File: config.mk
export PLATFORM = sky130hd
export DESIGN_NAME = inst_fetch
export DESIGN_NICKNAME = d
export VERILOG_FILES = /design/src/rtl/inst_fetch.sv
export SDC_FILE = /design/constraint.sdc
export NUM_CORES = 1
export LEC_CHECK = 0
export CAP_MARGIN = 30
export CORE_MARGIN = 2
export CORE_UTILIZATION = 49
export DETAILED_ROUTE_END_ITERATION = 10
export PLACE_DENSITY = 0.75
export SKIP_CTS_REPAIR_TIMING = 1
export SLEW_MARGIN = 5
export SYNTH_ARGS = -nofsm -noshare
export SYNTH_HDL_FRONTEND = slang
export SYNTH_SLANG_ARGS = --single-unit
File: constraint.sdc
create_clock -name CLOCK_50 -period 2.7 [get_ports CLOCK_50]
set_input_delay 0.27 -clock CLOCK_50 [delete_from_list [all_inputs] [get_ports CLOCK_50]]
set_output_delay 0.27 -clock CLOCK_50 [all_outputs]
set_load 0.005 [all_outputs]
File: src/rtl/inst_fetch.sv
// Instruction fetch stage: word-indexed PC, synchronous-read instruction memory,
// a small fetch buffer toward decode, branch redirects and halt-word detection.
module inst_fetch #(
  parameter int              ADDR_W     = 10,
  parameter int              FIFO_DEPTH = 4,
  parameter logic [ADDR_W-1:0] RESET_PC = {ADDR_W{1'b0}},
  parameter logic [31:0]     HALT_WORD  = 32'hFFFF_FFFF
) (
  input  logic              CLOCK_50,
  input  logic              RESET,
  output logic              imem_en,
  output logic [ADDR_W-1:0] imem_addr,
  input  logic [31:0]       imem_rdata,
  output logic              inst_valid,
  input  logic              inst_ready,
  output logic [31:0]       inst_data,
  output logic [ADDR_W-1:0] inst_pc,
  input  logic              redirect_valid,
  input  logic [ADDR_W-1:0] redirect_pc,
  output logic              halt_seen
);

  localparam int PTR_W = (FIFO_DEPTH > 1) ? $clog2(FIFO_DEPTH) : 1;
  localparam int CNT_W = PTR_W + 1;
  localparam logic [CNT_W:0]   DEPTH_OCC_C = (CNT_W + 1)'(FIFO_DEPTH);
  localparam logic [CNT_W-1:0] DEPTH_CNT_C = CNT_W'(FIFO_DEPTH);

  typedef enum logic [0:0] {
    ST_RUN    = 1'b0,
    ST_HALTED = 1'b1
  } state_t;

  state_t            state_r;
  state_t            state_nx_s;
  logic [ADDR_W-1:0] pc_r;
  logic              inflight_r;
  logic [ADDR_W-1:0] inflight_pc_r;
  logic [31:0]       fifo_data_r [FIFO_DEPTH];
  logic [ADDR_W-1:0] fifo_pc_r   [FIFO_DEPTH];
  logic [PTR_W-1:0]  rd_ptr_r;
  logic [PTR_W-1:0]  wr_ptr_r;
  logic [CNT_W-1:0]  count_r;
  logic [CNT_W:0]    occupancy_s;
  logic              issue_s;
  logic              resp_s;
  logic              push_s;
  logic              pop_s;
  logic              halt_hit_s;
  logic              full_s;

  // FSM state register
  always_ff @(posedge CLOCK_50) begin
    if (RESET) begin
      state_r <= ST_RUN;
    end else begin
      state_r <= state_nx_s;
    end
  end

  // FSM next-state logic
  always_comb begin
    state_nx_s = state_r;
    case (state_r)
      ST_RUN: begin
        if (halt_hit_s) state_nx_s = ST_HALTED;
        else            state_nx_s = ST_RUN;
      end
      ST_HALTED: begin
        if (redirect_valid) state_nx_s = ST_RUN;
        else                state_nx_s = ST_HALTED;
      end
      default: state_nx_s = ST_RUN;
    endcase
  end

  // FSM outputs: issue under the credit rule, accept responses that are not squashed
  always_comb begin
    occupancy_s = {1'b0, count_r} + {{CNT_W{1'b0}}, inflight_r};
    issue_s     = 1'b0;
    resp_s      = 1'b0;
    if (!RESET && (state_r == ST_RUN) && !redirect_valid) begin
      // Counting the in-flight read as occupied means a response always has a slot.
      issue_s = (occupancy_s < DEPTH_OCC_C);
      resp_s  = inflight_r;
    end else begin
      issue_s = 1'b0;
      resp_s  = 1'b0;
    end
  end

  assign halt_hit_s = resp_s && (imem_rdata == HALT_WORD);
  assign push_s     = resp_s;
  assign pop_s      = inst_valid && inst_ready && !redirect_valid;
  assign full_s     = (count_r == DEPTH_CNT_C);

  assign imem_en    = issue_s;
  assign imem_addr  = pc_r;
  assign inst_valid = (count_r != {CNT_W{1'b0}});
  assign inst_data  = fifo_data_r[rd_ptr_r];
  assign inst_pc    = fifo_pc_r[rd_ptr_r];
  assign halt_seen  = (state_r == ST_HALTED);

  // PC and in-flight read tracking
  always_ff @(posedge CLOCK_50) begin
    if (RESET) begin
      pc_r          <= RESET_PC;
      inflight_r    <= 1'b0;
      inflight_pc_r <= RESET_PC;
    end else begin
      inflight_r <= issue_s;
      if (issue_s) begin
        inflight_pc_r <= pc_r;
      end
      if (redirect_valid) begin
        pc_r <= redirect_pc;
      end else if (issue_s) begin
        pc_r <= pc_r + ADDR_W'(1);
      end
    end
  end

  // Fetch buffer pointers and occupancy; a redirect flushes and overrides any pop
  always_ff @(posedge CLOCK_50) begin
    if (RESET || redirect_valid) begin
      rd_ptr_r <= {PTR_W{1'b0}};
      wr_ptr_r <= {PTR_W{1'b0}};
      count_r  <= {CNT_W{1'b0}};
    end else begin
      if (push_s) wr_ptr_r <= wr_ptr_r + PTR_W'(1);
      if (pop_s)  rd_ptr_r <= rd_ptr_r + PTR_W'(1);
      case ({push_s, pop_s})
        2'b10:   count_r <= count_r + CNT_W'(1);
        2'b01:   count_r <= count_r - CNT_W'(1);
        default: count_r <= count_r;
      endcase
    end
  end

  // Fetch buffer storage
  always_ff @(posedge CLOCK_50) begin
    if (push_s) begin
      fifo_data_r[wr_ptr_r] <= imem_rdata;
      fifo_pc_r[wr_ptr_r]   <= inflight_pc_r;
    end
  end

  inst_fetch_chk u_chk (
    .clk  (CLOCK_50),
    .rst  (RESET),
    .push (push_s),
    .pop  (pop_s),
    .full (full_s)
  );

endmodule

// Protocol checks for the fetch buffer.
module inst_fetch_chk (
  input logic clk,
  input logic rst,
  input logic push,
  input logic pop,
  input logic full
);

  a_no_overflow: assert property (@(posedge clk) disable iff (rst) !(push && full && !pop));

endmodule

# After elaboration in Yosys (flattened, before gate mapping)
# Memory sizes are Yosys's and may differ from the RTL's. A register that Yosys moved wholly into a read port is not among the register bits.
# Index checks and enable logic that the tools add are counted.
# op_classes
addsub,6
magnitude_cmp,1
n_eq_ne,3
muxes,14
bitwise_logic,1
reduce_logical,11
# ops
cell,n
$eq A32 B32 Y1 const B,1
$mux W10,2
$add A10 B1 Y10 const B,1
$mux W2,4
$mux W1,6
$pmux W3 S2,1
$logic_and A1 B1 Y1,5
$add A2 B1 Y2 const B,2
$add A3 B1 Y4,1
$lt A4 B3 Y1 const B,1
$reduce_bool A2 Y1,2
$add A3 B1 Y3 const B,1
$reduce_bool A3 Y1,1
$sub A3 B1 Y3 const B,1
$eq A2 B1 Y1 const B,1
$eq A2 B2 Y1 const B,1
$logic_not A1 Y1,2
$pmux W1 S2,1
$logic_or A1 B1 Y1,1
$not A1 Y1,1
# totals
ff_bits,29
ram_bits,168
input_bits,46
wordCells,45
n_memories,2
# memory_table
name,depth,width,rd,rd_clocked_by_memory_dff,write_ports,line_no,text
fifo_data_r,4,32,1,1,1,38,logic [31:0] fifo_data_r [FIFO_DEPTH];
fifo_pc_r,4,10,1,1,1,39,logic [ADDR_W-1:0] fifo_pc_r [FIFO_DEPTH];

# Logic depth before layout (Yosys ltp)
# depth
word_depth,7
depth_mapped,10
mapped_depth_nobuf,9

# Least setup slack after synthesis
# OpenSTA, ideal clock, no wires.
# synth_timing
path_kind,input-to-reg
start,input port redirect_valid
end,memory fifo_data_r[1][0] (enable)
t_arrival_ns,2.194
setup_slack_ns,0.102
stages,4
path_buffers,1
cell_sequence,or2_2 > clkbuf_1 > nor3b_2 > and2_1
# synth_between
elab_chain_len,5
# synth_rtl
element,line_no,text
start: declaration,18,"input logic redirect_valid,"
$logic_not A1 Y1,81,if (!RESET && (state_r == ST_RUN) && !redirect_valid) begin
$logic_and A1 B1 Y1,81,
$mux W1,81,
$mux W1,141,if (push_s) begin
$mux W1 (implied by the code),142,fifo_data_r[wr_ptr_r] <= imem_rdata;
end: declaration,38,
# No other way between the ends.

==> flow_metrics.env <==
export IMPL_global_route_overflow_total=0
export IMPL_synth_fa_ha_area_frac=0.0126
export IMPL_die_h_um=128
export IMPL_design_area_sq_mm=0.00957
export IMPL_post_synth_design_cell_area_sq_mm=0.00755
export IMPL_worst_ep_arrival_time_ns=2.26
export IMPL_max_cap_violations=0
export IMPL_slew_headroom=0.691
export IMPL_fmax_ghz=0.395
export IMPL_cts_root_buffer="clkbuf_16"
export IMPL_finalSetupViolations=0
export IMPL_initial_utilization=0.499
export IMPL_synth_ff_type="edfxtp_1"
export IMPL_area_growth_pct=26.7
export IMPL_buffer_ports_inserted=100
export IMPL_drt_first_iter_violations=365
export IMPL_grt_met1_usage=0.251
export IMPL_num_antenna_cells=0
export IMPL_p_leak_uw=0.00306
export IMPL_fin_setup_tns_ns=0
export IMPL_dp_cells=690
export IMPL_grt_use_met2=0.299
export IMPL_final_period_utilization=0.937
export IMPL_totalWireLength_um=14500
export IMPL_track_usage=0.187
export IMPL_grt_most_used_layer="met2"
export IMPL_finalHoldViolations=0
export IMPL_critical_path_max_fanout=21
export IMPL_grt_setup_unrepaired="no"
export IMPL_yosys_top_cells_area="edfxtp_1, mux4_2, dfxtp_1"
export IMPL_first_pass_grt_wire_length_um=22700
export IMPL_max_clock_path_buffers=2
export IMPL_grt_max_degree=23
export IMPL_critical_path_sink_type="output pin"
export IMPL_drt_pass1_iter_count=4
export IMPL_synth_net_count=455
export IMPL_most_frequent_standard_cell_in_the_layout_excluding_fill_and_tap_cells="edfxtp_1"
export IMPL_yosys_synthesis_warning_count=0
export IMPL_hpwlAfterDp_um=9680
export IMPL_ant_nets=0
export IMPL_avgSynthCellArea_sq_um=18.8
export IMPL_synth_simple_area_share=0.0576
export IMPL_synth_largest_type_area_fraction=0.668
export IMPL_fraction_of_registers_with_async_set_reset=0
export IMPL_final_max_slew_violation_count=0
export IMPL_muxShareOfSynthArea=0.127
export IMPL_use_met3=0.0580
export IMPL_cts_tree="done"
export IMPL_worstSetupStartpointType="flop"
export IMPL_seq_area_frac_synth=0.750
export IMPL_worstSkewPairLatency_ns=0.43
export IMPL_critPathRequiredTime_ns=2.43
export IMPL_finClkSkew_ns=0.00832
export IMPL_routed_via_density=5.67
export IMPL_antenna_found_initial=0
export IMPL_fp_dieW_um=128
export IMPL_routed_wire_length_per_instance_um=20.2
export IMPL_drc=0
export IMPL_ioPinCount=101
export IMPL_worst_slack_placed_ns=0.223
export IMPL_synth_cell_type_count=41
export IMPL_stdcell_count=720
export IMPL_syn_instance_count=402
export IMPL_clock_buffers_created_by_tritoncts=17
export IMPL_proportion_of_layout_cells_with_a_drive_suffix_above_1=0.179
export IMPL_synth_seq_cells=199
export IMPL_layout_min_cycle_time_ns=2.53
export IMPL_worst_setup_path_type="reg2out"
export IMPL_run_status="finished clean"
export IMPL_synth_edff_count=168
export IMPL_worst_ir_drop_vdd_uv=442
export IMPL_nNetsFinal=574
export IMPL_pwr_density_cell_mw_per_mm2=643
export IMPL_most_frequent_cells_in_the_layout="edfxtp_1, clkdlybuf4s50_1, mux4_2"
export IMPL_first_global_vias=4103
export IMPL_std_cell_rows=45
export IMPL_design_die_area_sq_mm=0.0164
export IMPL_routed_via_count=4080
export IMPL_placed_cell_area_sq_mm=0.00898
export IMPL_hp_class="in2reg"
export IMPL_core_region_area_sq_mm=0.0151
export IMPL_synth_area_leader_cell="edfxtp_1"
export IMPL_main_combinational_cell_family_by_area_after_synthesis="multiplexers"
export IMPL_gp_routability_congestion=0.827
export IMPL_cts_htree_levels=4
export IMPL_path_clk_slew_ns=0.07
export IMPL_synth_compound_gate_area_share=0.0282
export IMPL_ff2ff_setup_slack_ns=0.48
export IMPL_post_synth_xor_area_fraction=0.00928
export IMPL_worst_slew_pin_slew_ns=0.460
export IMPL_fin_ws_ns=0.170
export IMPL_clock_sinks=199
worst paths after layout:
kind                                       start               end  cells after the start
worst max register to register        count_r[2]        count_r[2]                      8
worst min register to register  inflight_pc_r[9]  inflight_pc_r[9]                      2
worst min-delay path              redirect_pc[4]      imem_addr[4]                      3
worst max-delay path                        flop        inst_pc[9]                      3
critical path: stages, from the launching register on:
cell	delay [ns]
dfxtp_2	0.54
buf_12	0.25
mux4_2	0.53
clkdlybuf4s50_1	0.50
flip-flops by register name, indices dropped and copies added (netlist names), named ones only:
register,flops
count_r,3
imem_addr,10
halt_seen,1
fifo_pc_r,40
wr_ptr_r,2
inflight_r,1
fifo_data_r,128
rd_ptr_r,2
inflight_pc_r,10
metal layers:
| metal | wire [um] | vias to the layer above |
|---|---|---|
| met4 | 175 | 0 |
| met5 | 0 | - |
| met2 | 6990 | 145 |
| met1 | 6420 | 2070 |
| li1 | - | 1847 |
| met3 | 964 | 18 |
metrics by stage:
| step | hold WS [ns] | total power (uW) | utilization |
|---|---|---|---|
| 6_report | 0.432 | 6160 | 0.632 |
| 5_1_grt | 0.436 | 6320 | 0.632 |
| 4_1_cts | 0.414 | 6190 | 0.632 |
| 3_5_place_dp | 0.497 | 3680 | 0.593 |
| 3_3_place_gp | 0.482 | 3670 | 0.593 |
| 2_1_floorplan | 0.369 | 3510 | - |
cell families after synthesis:
kind of cell	Yosys count
flops	199
simple gates	84
mux	43
compound gates	33
buf+inv	28
xor+xnor	8
fa+ha+maj	7
power breakdown:
part | internal [uW] | switching [uW] | total [uW] | leakage [uW]
Sequential | 3350 | 26.6 | 3380 | 0.00180
Clock | 1530 | 1020 | 2550 | 0.000285
Combinational | 132 | 101 | 233 | 0.000979
Total | 5010 | 1150 | 6160 | 0.00306
cell type report:
cell class	instances	area, sq um
fillers	1054	5580
repair buffers	118	1260
well taps	188	235
clock inverters	11	158
inverters	10	37.5
multi-input cells	175	1770
flip-flops and latches	199	5670
clock buffers	19	433
synthesized netlist by cell type, drive strengths merged (6+ instances only):
library cell    n
a21oi          16
buf             6
clkbuf         12
dfxtp          31
edfxtp        168
ha              6
inv             9
mux4           42
nand2          30
nand3           6
nand4           9
nor2           16
Power figures use the tool's default switching activity.
